<file path="config.mk">
export PLATFORM = sky130hd
export DESIGN_NAME = regfile_writeback
export DESIGN_NICKNAME = d
export VERILOG_FILES = /design/src/rtl/rv_pkg.sv /design/src/rtl/wb_fifo.sv /design/src/rtl/regfile_writeback.sv
export SDC_FILE = /design/constraint.sdc
export NUM_CORES = 1
export LEC_CHECK = 0
export ABC_AREA = 1
export BUFFER_PORTS_ARGS = -buffer_cell sky130_fd_sc_hd__buf_2
export CORE_ASPECT_RATIO = 0.7
export CORE_MARGIN = 3
export CORE_UTILIZATION = 25
export CTS_CLUSTER_SIZE = 24
export DETAILED_ROUTE_END_ITERATION = 12
export SLEW_MARGIN = 20
export SYNTH_ARGS = -nofsm -noshare
export SYNTH_HDL_FRONTEND = slang
export SYNTH_SLANG_ARGS = --single-unit
</file>
<file path="constraint.sdc">
create_clock -name clk -period 3.3 [get_ports clk]
set_input_delay 0.33 -clock clk [delete_from_list [all_inputs] [get_ports clk]]
set_output_delay 0.33 -clock clk [all_outputs]
set_load 0.05 [all_outputs]
</file>
<file path="src/rtl/rv_pkg.sv">
// ---------------------------------------------------------------------------
// rv_pkg
// Shared definitions for the register-file write side: data width, register
// address width, the x0 address, the writeback record and a one-hot helper
// used to build destination masks.
// ---------------------------------------------------------------------------
package rv_pkg;

    localparam int XLEN       = 32;
    localparam int REG_ADDR_W = 5;

    localparam logic [REG_ADDR_W-1:0] REG_ZERO = 5'd0;

    // One writeback result: destination, payload and a liveness flag.
    typedef struct packed {
        logic                  valid;
        logic [REG_ADDR_W-1:0] rd;
        logic [XLEN-1:0]       data;
    } wb_rec_t;

    // One-hot encoding of a register address into a 32-bit mask.
    function automatic logic [31:0] rd_onehot(input logic [REG_ADDR_W-1:0] rd);
        return 32'd1 << rd;
    endfunction

endpackage

</file>
<file path="src/rtl/wb_fifo.sv">
// ---------------------------------------------------------------------------
// wb_fifo
// Small queue of M-unit results waiting for the register-file write port.
// Each entry carries a valid bit that can be cleared by destination match
// (write-after-write kill) while the entry stays in the queue; killed
// entries are still popped in order but produce no write.
//
// Ports:
//   clk_i, rst_ni          clock, asynchronous active-low reset
//   enq_i/enq_rd_i/enq_data_i  push a result at the tail
//   deq_i                  pop the head
//   kill_i/kill_rd_i       invalidate every live entry whose rd matches
//   head_valid_o/_rd_o/_data_o  head entry (valid only when occupied and live)
//   count_o                occupancy, including killed entries
//   valid_o                per-slot live bits
//   pending_mask_o         registered OR of one-hot(rd) over live entries
// ---------------------------------------------------------------------------
module wb_fifo
    import rv_pkg::*;
#(
    parameter int XLEN  = rv_pkg::XLEN,
    parameter int DEPTH = 2,
    localparam int PTR_W = $clog2(DEPTH),
    localparam int CNT_W = PTR_W + 1
) (
    input  logic                  clk_i,
    input  logic                  rst_ni,
    input  logic                  enq_i,
    input  logic [REG_ADDR_W-1:0] enq_rd_i,
    input  logic [XLEN-1:0]       enq_data_i,
    input  logic                  deq_i,
    input  logic                  kill_i,
    input  logic [REG_ADDR_W-1:0] kill_rd_i,
    output logic                  head_valid_o,
    output logic [REG_ADDR_W-1:0] head_rd_o,
    output logic [XLEN-1:0]       head_data_o,
    output logic [CNT_W-1:0]      count_o,
    output logic [DEPTH-1:0]      valid_o,
    output logic [31:0]           pending_mask_o
);

    logic [DEPTH-1:0]      valid_q, valid_d;
    logic [REG_ADDR_W-1:0] rd_q   [DEPTH];
    logic [REG_ADDR_W-1:0] rd_d   [DEPTH];
    logic [XLEN-1:0]       data_q [DEPTH];
    logic [XLEN-1:0]       data_d [DEPTH];
    logic [PTR_W-1:0]      rdPtr_q, rdPtr_d;
    logic [PTR_W-1:0]      wrPtr_q, wrPtr_d;
    logic [CNT_W-1:0]      count_q, count_d;
    logic [31:0]           mask_q, mask_d;

    // Next-state: kill first, then pop, then push. The caller never kills
    // and pops in the same cycle, and never pushes into a full queue.
    always_comb begin
        valid_d = valid_q;
        rd_d    = rd_q;
        data_d  = data_q;
        rdPtr_d = rdPtr_q;
        wrPtr_d = wrPtr_q;
        count_d = count_q;
        mask_d  = 32'd0;

        if (kill_i) begin
            for (int i = 0; i < DEPTH; i++) begin
                if (valid_q[i] && (rd_q[i] == kill_rd_i)) begin
                    valid_d[i] = 1'b0;
                end
            end
        end

        if (deq_i) begin
            valid_d[rdPtr_q] = 1'b0;
            rdPtr_d          = rdPtr_q + PTR_W'(1);
        end

        if (enq_i) begin
            valid_d[wrPtr_q] = 1'b1;
            rd_d[wrPtr_q]    = enq_rd_i;
            data_d[wrPtr_q]  = enq_data_i;
            wrPtr_d          = wrPtr_q + PTR_W'(1);
        end

        if (enq_i && !deq_i) begin
            count_d = count_q + CNT_W'(1);
        end else if (deq_i && !enq_i) begin
            count_d = count_q - CNT_W'(1);
        end

        // Mask is built from next-state so it moves on the same edge as the queue.
        for (int i = 0; i < DEPTH; i++) begin
            if (valid_d[i]) begin
                mask_d = mask_d | rd_onehot(rd_d[i]);
            end
        end
    end

    always_ff @(posedge clk_i or negedge rst_ni) begin
        if (!rst_ni) begin
            valid_q <= '0;
            rdPtr_q <= '0;
            wrPtr_q <= '0;
            count_q <= '0;
            mask_q  <= 32'd0;
            for (int i = 0; i < DEPTH; i++) begin
                rd_q[i]   <= REG_ZERO;
                data_q[i] <= '0;
            end
        end else begin
            valid_q <= valid_d;
            rdPtr_q <= rdPtr_d;
            wrPtr_q <= wrPtr_d;
            count_q <= count_d;
            mask_q  <= mask_d;
            for (int i = 0; i < DEPTH; i++) begin
                rd_q[i]   <= rd_d[i];
                data_q[i] <= data_d[i];
            end
        end
    end

    assign head_valid_o   = (count_q != '0) && valid_q[rdPtr_q];
    assign head_rd_o      = rd_q[rdPtr_q];
    assign head_data_o    = data_q[rdPtr_q];
    assign count_o        = count_q;
    assign valid_o        = valid_q;
    assign pending_mask_o = mask_q;

endmodule

</file>
<file path="src/rtl/regfile_writeback.sv">
// ---------------------------------------------------------------------------
// regfile_writeback
// Write-side front end of the 32x32 register file. Merges the unstallable
// ALU result path and the valid/ready M-unit path onto one registered
// write port, queueing M results while the ALU owns the port.
//
// Ports:
//   clk, rst                  clock, asynchronous active-low reset
//   alu_valid/alu_rd/alu_data ALU result for this cycle
//   md_valid/md_rd/md_data    M-unit result offer; md_ready accepts it
//   wb_write_register/wb_write_data/wb_regWrite  registered write port
//   pending_mask              destinations held by live queued entries
// ---------------------------------------------------------------------------
module regfile_writeback
    import rv_pkg::*;
#(
    parameter int XLEN  = rv_pkg::XLEN,
    parameter int DEPTH = 2
) (
    input  logic                  clk,
    input  logic                  rst,
    input  logic                  alu_valid,
    input  logic [REG_ADDR_W-1:0] alu_rd,
    input  logic [XLEN-1:0]       alu_data,
    input  logic                  md_valid,
    output logic                  md_ready,
    input  logic [REG_ADDR_W-1:0] md_rd,
    input  logic [XLEN-1:0]       md_data,
    output logic [REG_ADDR_W-1:0] wb_write_register,
    output logic [XLEN-1:0]       wb_write_data,
    output logic                  wb_regWrite,
    output logic [31:0]           pending_mask
);

    localparam int CNT_W = $clog2(DEPTH) + 1;

    logic                  readyEn_q;
    logic                  wbRegWrite_q, wbRegWrite_d;
    logic [REG_ADDR_W-1:0] wbWriteRegister_q, wbWriteRegister_d;
    logic [XLEN-1:0]       wbWriteData_q, wbWriteData_d;

    logic                  headValid;
    logic [REG_ADDR_W-1:0] headRd;
    logic [XLEN-1:0]       headData;
    logic [CNT_W-1:0]      fifoCount;
    logic [DEPTH-1:0]      fifoValid;

    logic aluUse, accept, deq, headWrite, portFree, bypass, mdKilled, enq;

    // md_ready comes only from registered state; readyEn_q holds it low
    // until the first edge after reset is released.
    always_ff @(posedge clk or negedge rst) begin
        if (!rst) begin
            readyEn_q <= 1'b0;
        end else begin
            readyEn_q <= 1'b1;
        end
    end

    assign md_ready = readyEn_q && (fifoCount < CNT_W'(DEPTH));

    assign aluUse    = alu_valid && (alu_rd != REG_ZERO);
    assign accept    = md_valid && md_ready;
    assign deq       = !aluUse && (fifoCount != '0);
    assign headWrite = deq && headValid;
    // Bypass is only allowed when no live entry is queued, so a newer M
    // result can never overtake an older one. Killed leftovers don't count.
    assign portFree  = !aluUse && !(|fifoValid);
    assign bypass    = accept && portFree;
    // An M result arriving alongside a younger ALU write to the same rd is
    // already dead.
    assign mdKilled  = aluUse && (md_rd == alu_rd);
    assign enq       = accept && !bypass && (md_rd != REG_ZERO) && !mdKilled;

    wb_fifo #(
        .XLEN  (XLEN),
        .DEPTH (DEPTH)
    ) u_fifo (
        .clk_i          (clk),
        .rst_ni         (rst),
        .enq_i          (enq),
        .enq_rd_i       (md_rd),
        .enq_data_i     (md_data),
        .deq_i          (deq),
        .kill_i         (aluUse),
        .kill_rd_i      (alu_rd),
        .head_valid_o   (headValid),
        .head_rd_o      (headRd),
        .head_data_o    (headData),
        .count_o        (fifoCount),
        .valid_o        (fifoValid),
        .pending_mask_o (pending_mask)
    );

    // Port arbitration: ALU, then queue head, then bypassed M result.
    // Address and data hold when nothing is written.
    always_comb begin
        wbRegWrite_d      = 1'b0;
        wbWriteRegister_d = wbWriteRegister_q;
        wbWriteData_d     = wbWriteData_q;
        if (aluUse) begin
            wbRegWrite_d      = 1'b1;
            wbWriteRegister_d = alu_rd;
            wbWriteData_d     = alu_data;
        end else if (headWrite) begin
            wbRegWrite_d      = 1'b1;
            wbWriteRegister_d = headRd;
            wbWriteData_d     = headData;
        end else if (bypass && (md_rd != REG_ZERO)) begin
            wbRegWrite_d      = 1'b1;
            wbWriteRegister_d = md_rd;
            wbWriteData_d     = md_data;
        end
    end

    always_ff @(posedge clk or negedge rst) begin
        if (!rst) begin
            wbRegWrite_q      <= 1'b0;
            wbWriteRegister_q <= REG_ZERO;
            wbWriteData_q     <= '0;
        end else begin
            wbRegWrite_q      <= wbRegWrite_d;
            wbWriteRegister_q <= wbWriteRegister_d;
            wbWriteData_q     <= wbWriteData_d;
        end
    end

    assign wb_regWrite       = wbRegWrite_q;
    assign wb_write_register = wbWriteRegister_q;
    assign wb_write_data     = wbWriteData_q;

endmodule

</file>
==> reports/summary.txt <==
Critical path capture point type: flip-flop
PnR worst setup slack: 0.765 ns
Final Cell Area: 0.00946 mm²
Worst path top cell family by delay: compound AO/OA/AOI/OAI gates
Initial DRC Count: 574
Total grt overflow: 0
Distinct cells, synth: 33
Initial Util: 0.256
P&R area growth vs syn: 22.1%
Fin. max-slew vios: 0
Post-synthesis async set-or-reset flop share: 1.00
Largest net degree at the start of global routing: 83
Peak VDD IR: 0.345 mV
Commonest non-fill, non-tap cells in the layout: 335 x nand2_1, 150 x dfrtp_1, 147 x buf_2
DRT Pass-1 Iters: 5
Most common cell after layout, fill and taps aside: nand2_1
Filler Cells Inserted: 3273
CP peak stage delay: 0.47 ns
Xor and xnor fraction of the mapped netlist area: 0.0124
Cts repair resizes: 0
Die X-Extent: 216 µm
Final Setup Violations: 0
Switching part of the total power: 0.447
Bufs and invs on worst path: 2
Syn Nets: 1098
Slowest CP cell: o21ai_4
Latest clock arrival within the worst-skew pair: 0.42 ns
Synth Area in Compound Gates: 0.0907
Max-Cap Viols: 0
EDFF count, synth: 0
Final Non-Filler Cells: 1572
Final core occ: 0.312
GP Congestion: 0.833
Postcts setup bufs: 0
Startpoint types: flip-flop
R2r setup slk: 0.77 ns
Ports: 149
Via count: 7050
Mux cell area share after synthesis: 0
Largest family of logic cells by synthesized area: simple AND/OR/NAND/NOR gates
Total power: 8.08 mW
Comb pwr share: 0.401
CTS buffer count: 17
Critical path class: reg -> reg
F_max: 394 MHz
Routed wire per std cell: 14.8 µm
Worst path cell trace: inv_1, and3_1, nand2_1, a21oi_4, nand3_4, o21ai_4, inv_2, nand3_1, nand2_1
Core ar.: 0.0303 mm²
Count of nets after finishing: 1222
Synth Area in Simple Gates: 0.320
Top_reg_cell synth: dfrtp_1
Outcome: completed
Fin. Hold Viols: 0
Die area: 0.0332 mm²
Antenna violations before repair: 5
Power per standard cell area: 855 mW/mm²
Htree depth: 4
Fin Hold WS: 0.134 ns
Period utilization: 0.768
Share of layout cells above drive strength 1: 0.186
Clock Path Buffers: 2
Clock tree from TritonCTS: yes
Syn avg cell area: 7.61 µm²
Post-DRT Antenna Nets: 0
Setup TNS: 0 ns
# port buffers: 148
Hold Crit Class: in -> reg
Layout Skew: 0.00690 ns
Die H: 153 µm
Worst slew margin: 0.427
CP arrival: 2.84 ns
First-pass GRT wire length: 37.4 mm
Sequential element share of the synthesized area: 0.488
Syn Inst Count: 1019
NetSw: 3.61 mW
Top cell by count, worst path: nand2_1
Clock Sinks: 151
Synth Area in Adders: 0.00161
Sequential Power Share: 0.357
Remaining DRCs: 0
Placed Area: 0.00887 mm²
Worst-margin pin slew: 0.859 ns
Clk root buf: clkbuf_16
Yosys warning count: 0
Maximum fanout along the worst path: 17
RSZ-0062 raised after global routing: false
Vias in the first global route: 6596
Lkg Pwr: 4.89 nW
Final wirelength: 23.2 mm
Crit path required time: 3.60 ns
Minimum clock period after layout: 2.53 ns
Via density: 4.48
GRT Total Usage: 0.142
Worst-path clk slew: 0.07 ns
Placement Setup Slack: 0.680 ns
Clock power frac: 0.242
Number of synthesized register bits: 151
Post-synthesis cell area: 0.00775 mm²
Dpl hpwl: 15.7 mm
Row count: 53
Internal power: 4.47 mW
Inst Count DP: 1535
==> kinds of logic after synthesis <==
| logic type | after synthesis |
|---|---|
| and+or+nand+nor | 565 |
| xor gates and xnor gates | 11 |
| AOI/OAI and AO/OA | 128 |
| other | 1 |
| adders and majority gates | 1 |
| DFF | 151 |
| buffers and inverters | 162 |
==> routing by layer <==
| layer | up-vias | routed length [µm] | GRT usage |
|---|---|---|---|
| met4 | 4 | 347 | 0.0397 |
| met2 | 185 | 10000 | 0.204 |
| met1 | 3367 | 11400 | 0.210 |
| met3 | 22 | 1460 | 0.0378 |
| met5 | - | 27 | 0 |
| li1 | 3472 | - | - |
==> sequential cells by signal (all words and copies together), names as in the netlist <==
signal	cells
u_fifo.data_q	64
wb_write_register	5
u_fifo.wrPtr_q	1
wb_regWrite	1
u_fifo.rd_q	10
u_fifo.valid_o	2
readyEn_q	1
u_fifo.rdPtr_q	1
u_fifo.count_o	2
wb_write_data	32
u_fifo.pending_mask_o	32
==> tightest hold or removal path, cell delays in order <==
cell     delay [ns]
buf_2          0.10
nand2_1        0.05
nand2_1        0.04
==> power groups by stage <==
stage | Combinational [mW] | Sequential, mW | Clock, mW
after CTS | 3.27 | 2.89 | 2.02
after global placement | 3.21 | 2.90 | 0
after global routing | 3.64 | 2.97 | 2.08
final | 3.24 | 2.89 | 1.96
after detailed placement | 3.25 | 2.91 | 0
after floorplan | 1.78 | 3.51 | 0
==> repair_timing <==
| item | in CTS | in global routing |
|---|---|---|
| hold buffers | 1 | 0 |
| setup endpoints to repair | 0 | 0 |
| endpoints found under the hold margin | 10 | 0 |
==> cells in the mapped netlist, types with 4 or more instances <==
library cell | instances | area (µm²)
clkbuf_1 | 29 | 109
xor2_1 | 6 | 52.6
nand2_2 | 4 | 25.0
dfrtp_1 | 151 | 3780
inv_1 | 97 | 364
a21oi_1 | 7 | 35.0
xnor2_1 | 5 | 43.8
o21ai_0 | 110 | 551
nand3b_1 | 35 | 263
buf_2 | 20 | 100
nand2_1 | 335 | 1260
inv_2 | 6 | 22.5
nand3_1 | 114 | 571
buf_6 | 4 | 45.0
nor2_1 | 66 | 248
==> layout make-up <==
type / instances / area, µm² / area share
Antenna cell: 4 / 10.0 / 0.00106
Clock buffer: 21 / 440 / 0.0466
Clock inverter: 11 / 126 / 0.0134
Inverter: 104 / 393 / 0.0415
Multi-Input combinational cell: 706 / 3310 / 0.350
Sequential cell: 151 / 3780 / 0.400
Tap cell: 412 / 515 / 0.0545
Timing Repair Buffer: 163 / 887 / 0.0938
==> path summary, 6_finish.rpt <==
path	from	end	cells after the start
max	u_fifo.count_o[1]	u_fifo.pending_mask_o[30]	9
min reg2reg	u_fifo.data_q[25]	u_fifo.data_q[25]	2
max reg2reg	u_fifo.count_o[1]	u_fifo.pending_mask_o[30]	9
min	md_data[25]	u_fifo.data_q[25]	3
min in group asynchronous	rst	u_fifo.pending_mask_o[2]	2
max in group asynchronous	rst	u_fifo.data_q[56]	3
Note: power is estimated with default switching activity, not from simulation.
